===== src/rtl/spi_mem_ctrl.sv =====
// spi_mem_ctrl: SPI frame sequencer + byte memory (rx_data/rx_valid in; tx_data/tx_valid, busy, err out)
module spi_mem_ctrl #(
  parameter int ADDR_W = 8,
  parameter int MEM_DEPTH = 256,
  parameter bit AUTO_INC = 1'b1
) (
  input  logic              clk,
  input  logic              rst,
  input  logic [ADDR_W+1:0] rx_data,
  input  logic              rx_valid,
  output logic [7:0]        tx_data,
  output logic              tx_valid,
  output logic              busy,
  output logic              err
);
  localparam int AW = $clog2(MEM_DEPTH);
  typedef enum logic [1:0] {IDLE, EXEC, RESP} state_t;
  state_t state, state_n;
  logic [7:0] mem [MEM_DEPTH];
  logic [1:0] cmd_q;
  logic [ADDR_W-1:0] pay_q;
  logic [AW-1:0] wr_addr, rd_addr;
  logic wr_ok, rd_ok, rxv_q, accept, range_ok, exec;
  assign accept = rx_valid & ~rxv_q;
  assign range_ok = (pay_q >> AW) == '0;
  assign exec = state == EXEC;
  assign busy = state != IDLE;
  always_ff @(posedge clk or posedge rst)
    if (rst) state <= IDLE;
    else state <= state_n;
  always_comb begin
    state_n = IDLE;
    state_n = state == IDLE ? (accept ? EXEC : IDLE) :
              (exec && cmd_q == 2'b11 && rd_ok) ? RESP : IDLE;
  end
  always_ff @(posedge clk or posedge rst)
    if (rst) begin
      rxv_q <= 1'b1;
      cmd_q <= '0;
      pay_q <= '0;
      wr_addr <= '0;
      rd_addr <= '0;
      wr_ok <= 1'b0;
      rd_ok <= 1'b0;
      tx_data <= '0;
      tx_valid <= 1'b0;
      err <= 1'b0;
    end else begin
      rxv_q <= rx_valid;
      tx_valid <= 1'b0;
      err <= accept & busy;
      if (state == IDLE && accept) {pay_q, cmd_q} <= rx_data;
      if (exec)
        case (cmd_q)
          2'b00: if (range_ok) begin
            wr_addr <= pay_q[AW-1:0];
            wr_ok <= 1'b1;
          end else err <= 1'b1;
          2'b01: if (wr_ok) begin
            if (AUTO_INC) wr_addr <= wr_addr + AW'(1);
          end else err <= 1'b1;
          2'b10: if (range_ok) begin
            rd_addr <= pay_q[AW-1:0];
            rd_ok <= 1'b1;
          end else err <= 1'b1;
          default: if (rd_ok) begin
            tx_data <= mem[rd_addr];
            tx_valid <= 1'b1;
            if (AUTO_INC) rd_addr <= rd_addr + AW'(1);
          end else err <= 1'b1;
        endcase
    end
  always_ff @(posedge clk)
    if (exec && cmd_q == 2'b01 && wr_ok) mem[wr_addr] <= pay_q[7:0];
endmodule

===== config.mk =====
export PLATFORM = sky130hd
export DESIGN_NAME = spi_mem_ctrl
export DESIGN_NICKNAME = d
export VERILOG_FILES = /design/src/rtl/spi_mem_ctrl.sv
export SDC_FILE = /design/constraint.sdc
export NUM_CORES = 2
export LEC_CHECK = 0
export ABC_AREA = 1
export CAP_MARGIN = 40
export CORE_ASPECT_RATIO = 0.5
export CORE_MARGIN = 1
export CORE_UTILIZATION = 55
export CTS_CLUSTER_DIAMETER = 200
export DETAILED_ROUTE_END_ITERATION = 6
export DONT_BUFFER_PORTS = 1
export PLACE_DENSITY = 0.7
export SYNTH_ARGS = -nofsm -noshare
export SYNTH_HDL_FRONTEND = slang
export SYNTH_SLANG_ARGS = --single-unit
export TNS_END_PERCENT = 20

===== constraint.sdc =====
create_clock -name clk -period 4.6 [get_ports clk]
set_input_delay 0 -clock clk [delete_from_list [all_inputs] [get_ports clk]]
set_output_delay 0 -clock clk [all_outputs]
set_load 0.02 [all_outputs]

==> Word level (Yosys, flattened, before mapping) <==
Memories as Yosys holds them, arrays and structs flattened. A register that Yosys moved wholly into a read port is not among the register bits.
Index checks and enable logic that the tools add are counted.
{ "totals": {"regBits": 33, "elab_cells": 57, "ramBits": 2048, "output_inout_bits": 11, "memories": 1} }
{ "classes": {"mux": 16, "n_bitwise": 5, "add_sub_neg": 2, "n_eq_ne": 5, "reduce_logical": 18} }
{ "mem_list": {"columns": ["name", "depth", "width", "rd", "rd_clocked_by_memory_dff", "wr", "line", "rtl"], "rows": [
  ["mem", 256, 8, 1, 1, 1, "19", "logic [7:0] mem [MEM_DEPTH];"]
]} }
{ "op_table": {"columns": ["cell", "n"], "rows": [
  ["one-hot mux 8 bit (2 select lines)", 2],
  ["adder 8 x 1 -> 8 bit, second input constant", 2],
  ["2-to-1 mux 8 bit", 2],
  ["2-to-1 mux 1 bit", 9],
  ["AND reduction 3 bit", 3],
  ["nonzero test 2 bit", 3],
  ["logical AND 1 bit", 5],
  ["== test 2 x 1 -> 1 bit, second input constant", 2],
  ["== test 2 bit, second input constant", 2],
  ["logical NOT 2 bit", 2],
  ["2-to-1 mux 2 bit", 2],
  ["AND reduction 2 bit", 2],
  ["OR reduction 2 bit", 2],
  ["inverter 1 bit", 3],
  ["OR reduction 3 bit", 1],
  ["AND 1 bit", 2],
  ["!= test 2 bit, second input constant", 1],
  ["one-hot mux 1 bit (2 select lines)", 1]
]} }

==> Depth between registers and ports, before layout <==
{ "logic_depth": {"ltp_word": 6, "depth_mapped": 21} }

==> Worst setup path after synthesis <==
No wires, ideal clock.
{ "synth_path": {"path_type": "flip-flop to flip-flop", "start": "register pay_q[0]", "end": "memory mem[0][0], data pin", "t_arrival_ns": 3.212, "path_slack_ns": 0.578, "path_stages_with_launch": 1, "required_time_ns": 3.790, "synth_period_minus_slack_ns": 4.022, "cell_sequence": "dfrtp_1"} }
{ "synth_rtl": {"columns": ["item", "line", "rtl"], "rows": [
  ["from (decl)", "21", "logic [ADDR_W-1:0] pay_q;"],
  ["from (signal assigned)", "52", "if (state == IDLE && accept) {pay_q, cmd_q} <= rx_data;"],
  ["to (decl)", "19", null]
]} }
No word-level cell before the write port.

==> Final worst setup path <==
{ "layout_path": {"start": "register cmd_q[0]", "end": "memory mem[90][3] (enable)"} }
{ "layout_between": {"elab_chain_len": 5} }
{ "layout_rtl": {"columns": ["item", "line", "rtl"], "rows": [
  ["from (decl)", "20", "logic [1:0] cmd_q;"],
  ["from (signal assigned)", "52", null],
  ["== test 2 x 1 -> 1 bit", "74", "if (exec && cmd_q == 2'b01 && wr_ok) mem[wr_addr] <= pay_q[7:0];"],
  ["logical AND 1 bit (2 in a row)", "74", null],
  ["2-to-1 mux 1 bit", "74", null],
  ["2-to-1 mux 1 bit (implied by the code)", "74", null]
]} }
No other way between the ends.

==> out/summary.txt <==
status = complete, no violations
share of cells above drive strength 1 = 5.629%
Synth Area in Compound Gates = 5.666%
Final Non-Filler Cells = 10100
postcts setup bufs = 0
H-tree Lvls = 4
worst setup margin = 0.9452 ns
syn_nets = 7969
antenna-violating nets left = 0
placed cell count = 9746
total wire length = 233100 um
multiplexer share of the synthesized area = 0%
antenna violations before repair = 3
# DRC = 0
Initial Util = 55.43%
synth warn = 0
# port buffers = 0
post-layout min period = 3.655 ns
Site Rows = 103
final hold violation count = 0
largest net degree at the start of global routing = 224
final core occ = 60.67%
routed vias = 58290
Final nets = 7867
Worst setup SP type = flip-flop
root buf cell = clkbuf_16
LEAKAGE = 35.40 nW
Max Cap Violations = 0
CTS clk-pin slew, worst paths = 0.07 ns
worst-skew pair later-pin latency = 0.80 ns
post-synthesis cell count = 7951
post-cts repair resize count = 0
die area = 160900 um^2
Tot Pwr = 57.41 mW
Total GRT Usage = 28.85%
grt ovf = 0
routed wire length per instance = 23.09 um
vias per std cell = 5.773
vias in the first global route = 54670
Slew @ Worst Pin = 1.033 ns
RSZ-0062 raised after global routing = false
synthesized area = 87580 um^2
Synth Area in Simple Gates = 17.69%
period utilization = 79.45%
Layout area overhead = 9.447%
Sink Count = 2089
crit end category = flip-flop
Post-Place Worst Slack = 1.022 ns
WP data arrival = 4.07 ns
post-synthesis xor/xnor area fraction = 0.05000%
worst-path fanout max = 12
HPWL Detailed = 136400 um
adder-cell share of the synthesized area = 0.07143%
die width = 566.3 um
DR pass1 iterations = 7
largest family of logic cells by synthesized area = simple AND/OR/NAND/NOR gates
synth unique cells = 34
Critical Path RT = 5.02 ns
Critical Setup Path Class = flip-flop to flip-flop
Hold-fix buffers, CTS = 22
Tightest Hold Check Type = input pin to flip-flop
worst rel slew slack = 31.11%
Top Ports = 24
Yosys reg bits = 2089
Max IR drop VDD = 639.0 uV
max-slew violation count = 0
Pwr Density = 599.0 nW/um^2
1st-iter DRT viols = 8870
first-pass GRT wire length = 346800 um
# setup viols final = 0
CTS tree = done
core box area = 158000 um^2
Max clock buf depth = 3
sequential area share after synthesis = 71.39%
Peak Freq = 273.6 MHz
TritonCTS Buffers = 178
TNS Setup = 0 ns
RePlAce Congestion = 0.9458
mean cell area of the mapped netlist = 11.02 um^2
die height = 284.2 um
Clock Skew = 0.02114 ns
==> cell families after synthesis <==
logic type                 after synthesis
and+or+nand+nor                       3938
DFF                                   2089
buffers and inverters                  995
AOI/OAI and AO/OA                      919
xor gates and xnor gates                 5
adders and majority gates                5
==> area by class of cell <==
class | instances | area [um^2]
repair buffers | 184 | 2277
inverters | 529 | 2027
clock buffers | 227 | 4742
diodes | 2 | 5.005
clock inverters | 99 | 989.7
fillers | 12250 | 62140
flip-flops and latches | 2089 | 62570
well taps | 2100 | 2628
multi-input cells | 4867 | 20620
==> final timing paths <==
check | startpoint | slack, ns | to | depth (start not counted)
worst min register to register | rd_ok | 0.50 | rd_ok | 2
worst max-delay path | cmd_q[0] | 0.95 | mem[90][3] | 9
worst min-delay path | rx_data[0] | 0.03 | cmd_q[0] | 3
min in group asynchronous | rst | 0.23 | tx_valid | 3
max in group asynchronous | rst | 3.75 | rd_addr[0] | 4
worst max register to register | cmd_q[0] | 0.95 | mem[90][3] | 9
==> routing by layer <==
| metal | global-route usage, % | wire length, um |
|---|---|---|
| met5 | 0 | 23 |
| met4 | 7.800 | 6223 |
| met3 | 7.135 | 28930 |
| met2 | 43.09 | 102400 |
| met1 | 42.40 | 95560 |
==> power by group <==
part	leakage (nW)	internal (mW)	switching, mW
combinational	13.6	5.14	14.9
clock	2.79	8.32	6.81
sequential	19.1	21.7	0.502
==> registers in the layout, indices dropped and copies added (netlist names) <==
signal / flops
tx_data: 8
state: 2
wr_addr: 8
cmd_q: 2
rd_addr: 8
err: 1
mem: 2048
rxv_q: 1
wr_ok: 1
tx_valid: 1
pay_q: 8
rd_ok: 1
==> stage by stage <==
step / cell area, um^2 / hold WS (ns)
floorplan: 87580 / 0.004478
global placement: 89310 / 0.004599
detailed placement: 89890 / -0.1834
CTS: 95840 / 0.008172
global route: 95850 / 0.04822
finish: 95860 / 0.03224
==> placed cells by master, fill, tap and decap left out, drive strengths merged <==
cell type,Yosys,routed
edfxtp,2048,2048
nand2,1978,1978
nor2,1402,1402
o21ai,667,667
nand3,550,550
inv,525,534
clkbuf,175,227
buf,291,162
o211ai,134,134
a21oi,106,106
clkinv,4,71
dfrtp,40,40
dlygate4sd3,0,22
bufinv,0,18
xor2,5,5
ha,5,5
clkinvlp,0,5
nor3,5,5
a31oi,4,4
o22ai,3,3
diode,0,2
or2,2,2
and3,1,1
a211oi,1,1
a32oi,1,1
a2bb2oi,1,1
o221ai,1,1
a32o,1,1
dfstp,1,1
==> worst max-delay path: stages, from the launching register on <==
cell	delay [ns]
dfrtp_1	0.37
inv_1	0.11
nor2_2	0.25
inv_1	0.24
nor3_2	0.42
inv_1	0.15
nor2_1	0.37
nand2_2	0.35
buf_4	0.39
nor2_1	0.58
==> cell usage after synthesis, drive strengths merged <==
cell | n | area (um^2)
a21oi | 106 | 530.5
a211oi | 1 | 7.510
dfrtp | 40 | 1001
inv | 525 | 1976
ha | 5 | 62.56
or2 | 2 | 12.51
edfxtp | 2048 | 61500
o22ai | 3 | 18.77
clkinv | 4 | 15.01
a2bb2oi | 1 | 8.760
o21ai | 667 | 3338
a32o | 1 | 10.01
nand2 | 1978 | 7425
buf | 291 | 1848
and3 | 1 | 6.260
a31oi | 4 | 25.02
nor2 | 1402 | 5265
nand3 | 550 | 2753
o211ai | 134 | 1006
xor2 | 5 | 43.79
clkbuf | 175 | 656.9
o221ai | 1 | 8.760
dfstp | 1 | 26.28
nor3 | 5 | 30.03
a32oi | 1 | 8.760
Note: power is estimated with default switching activity, not from simulation.
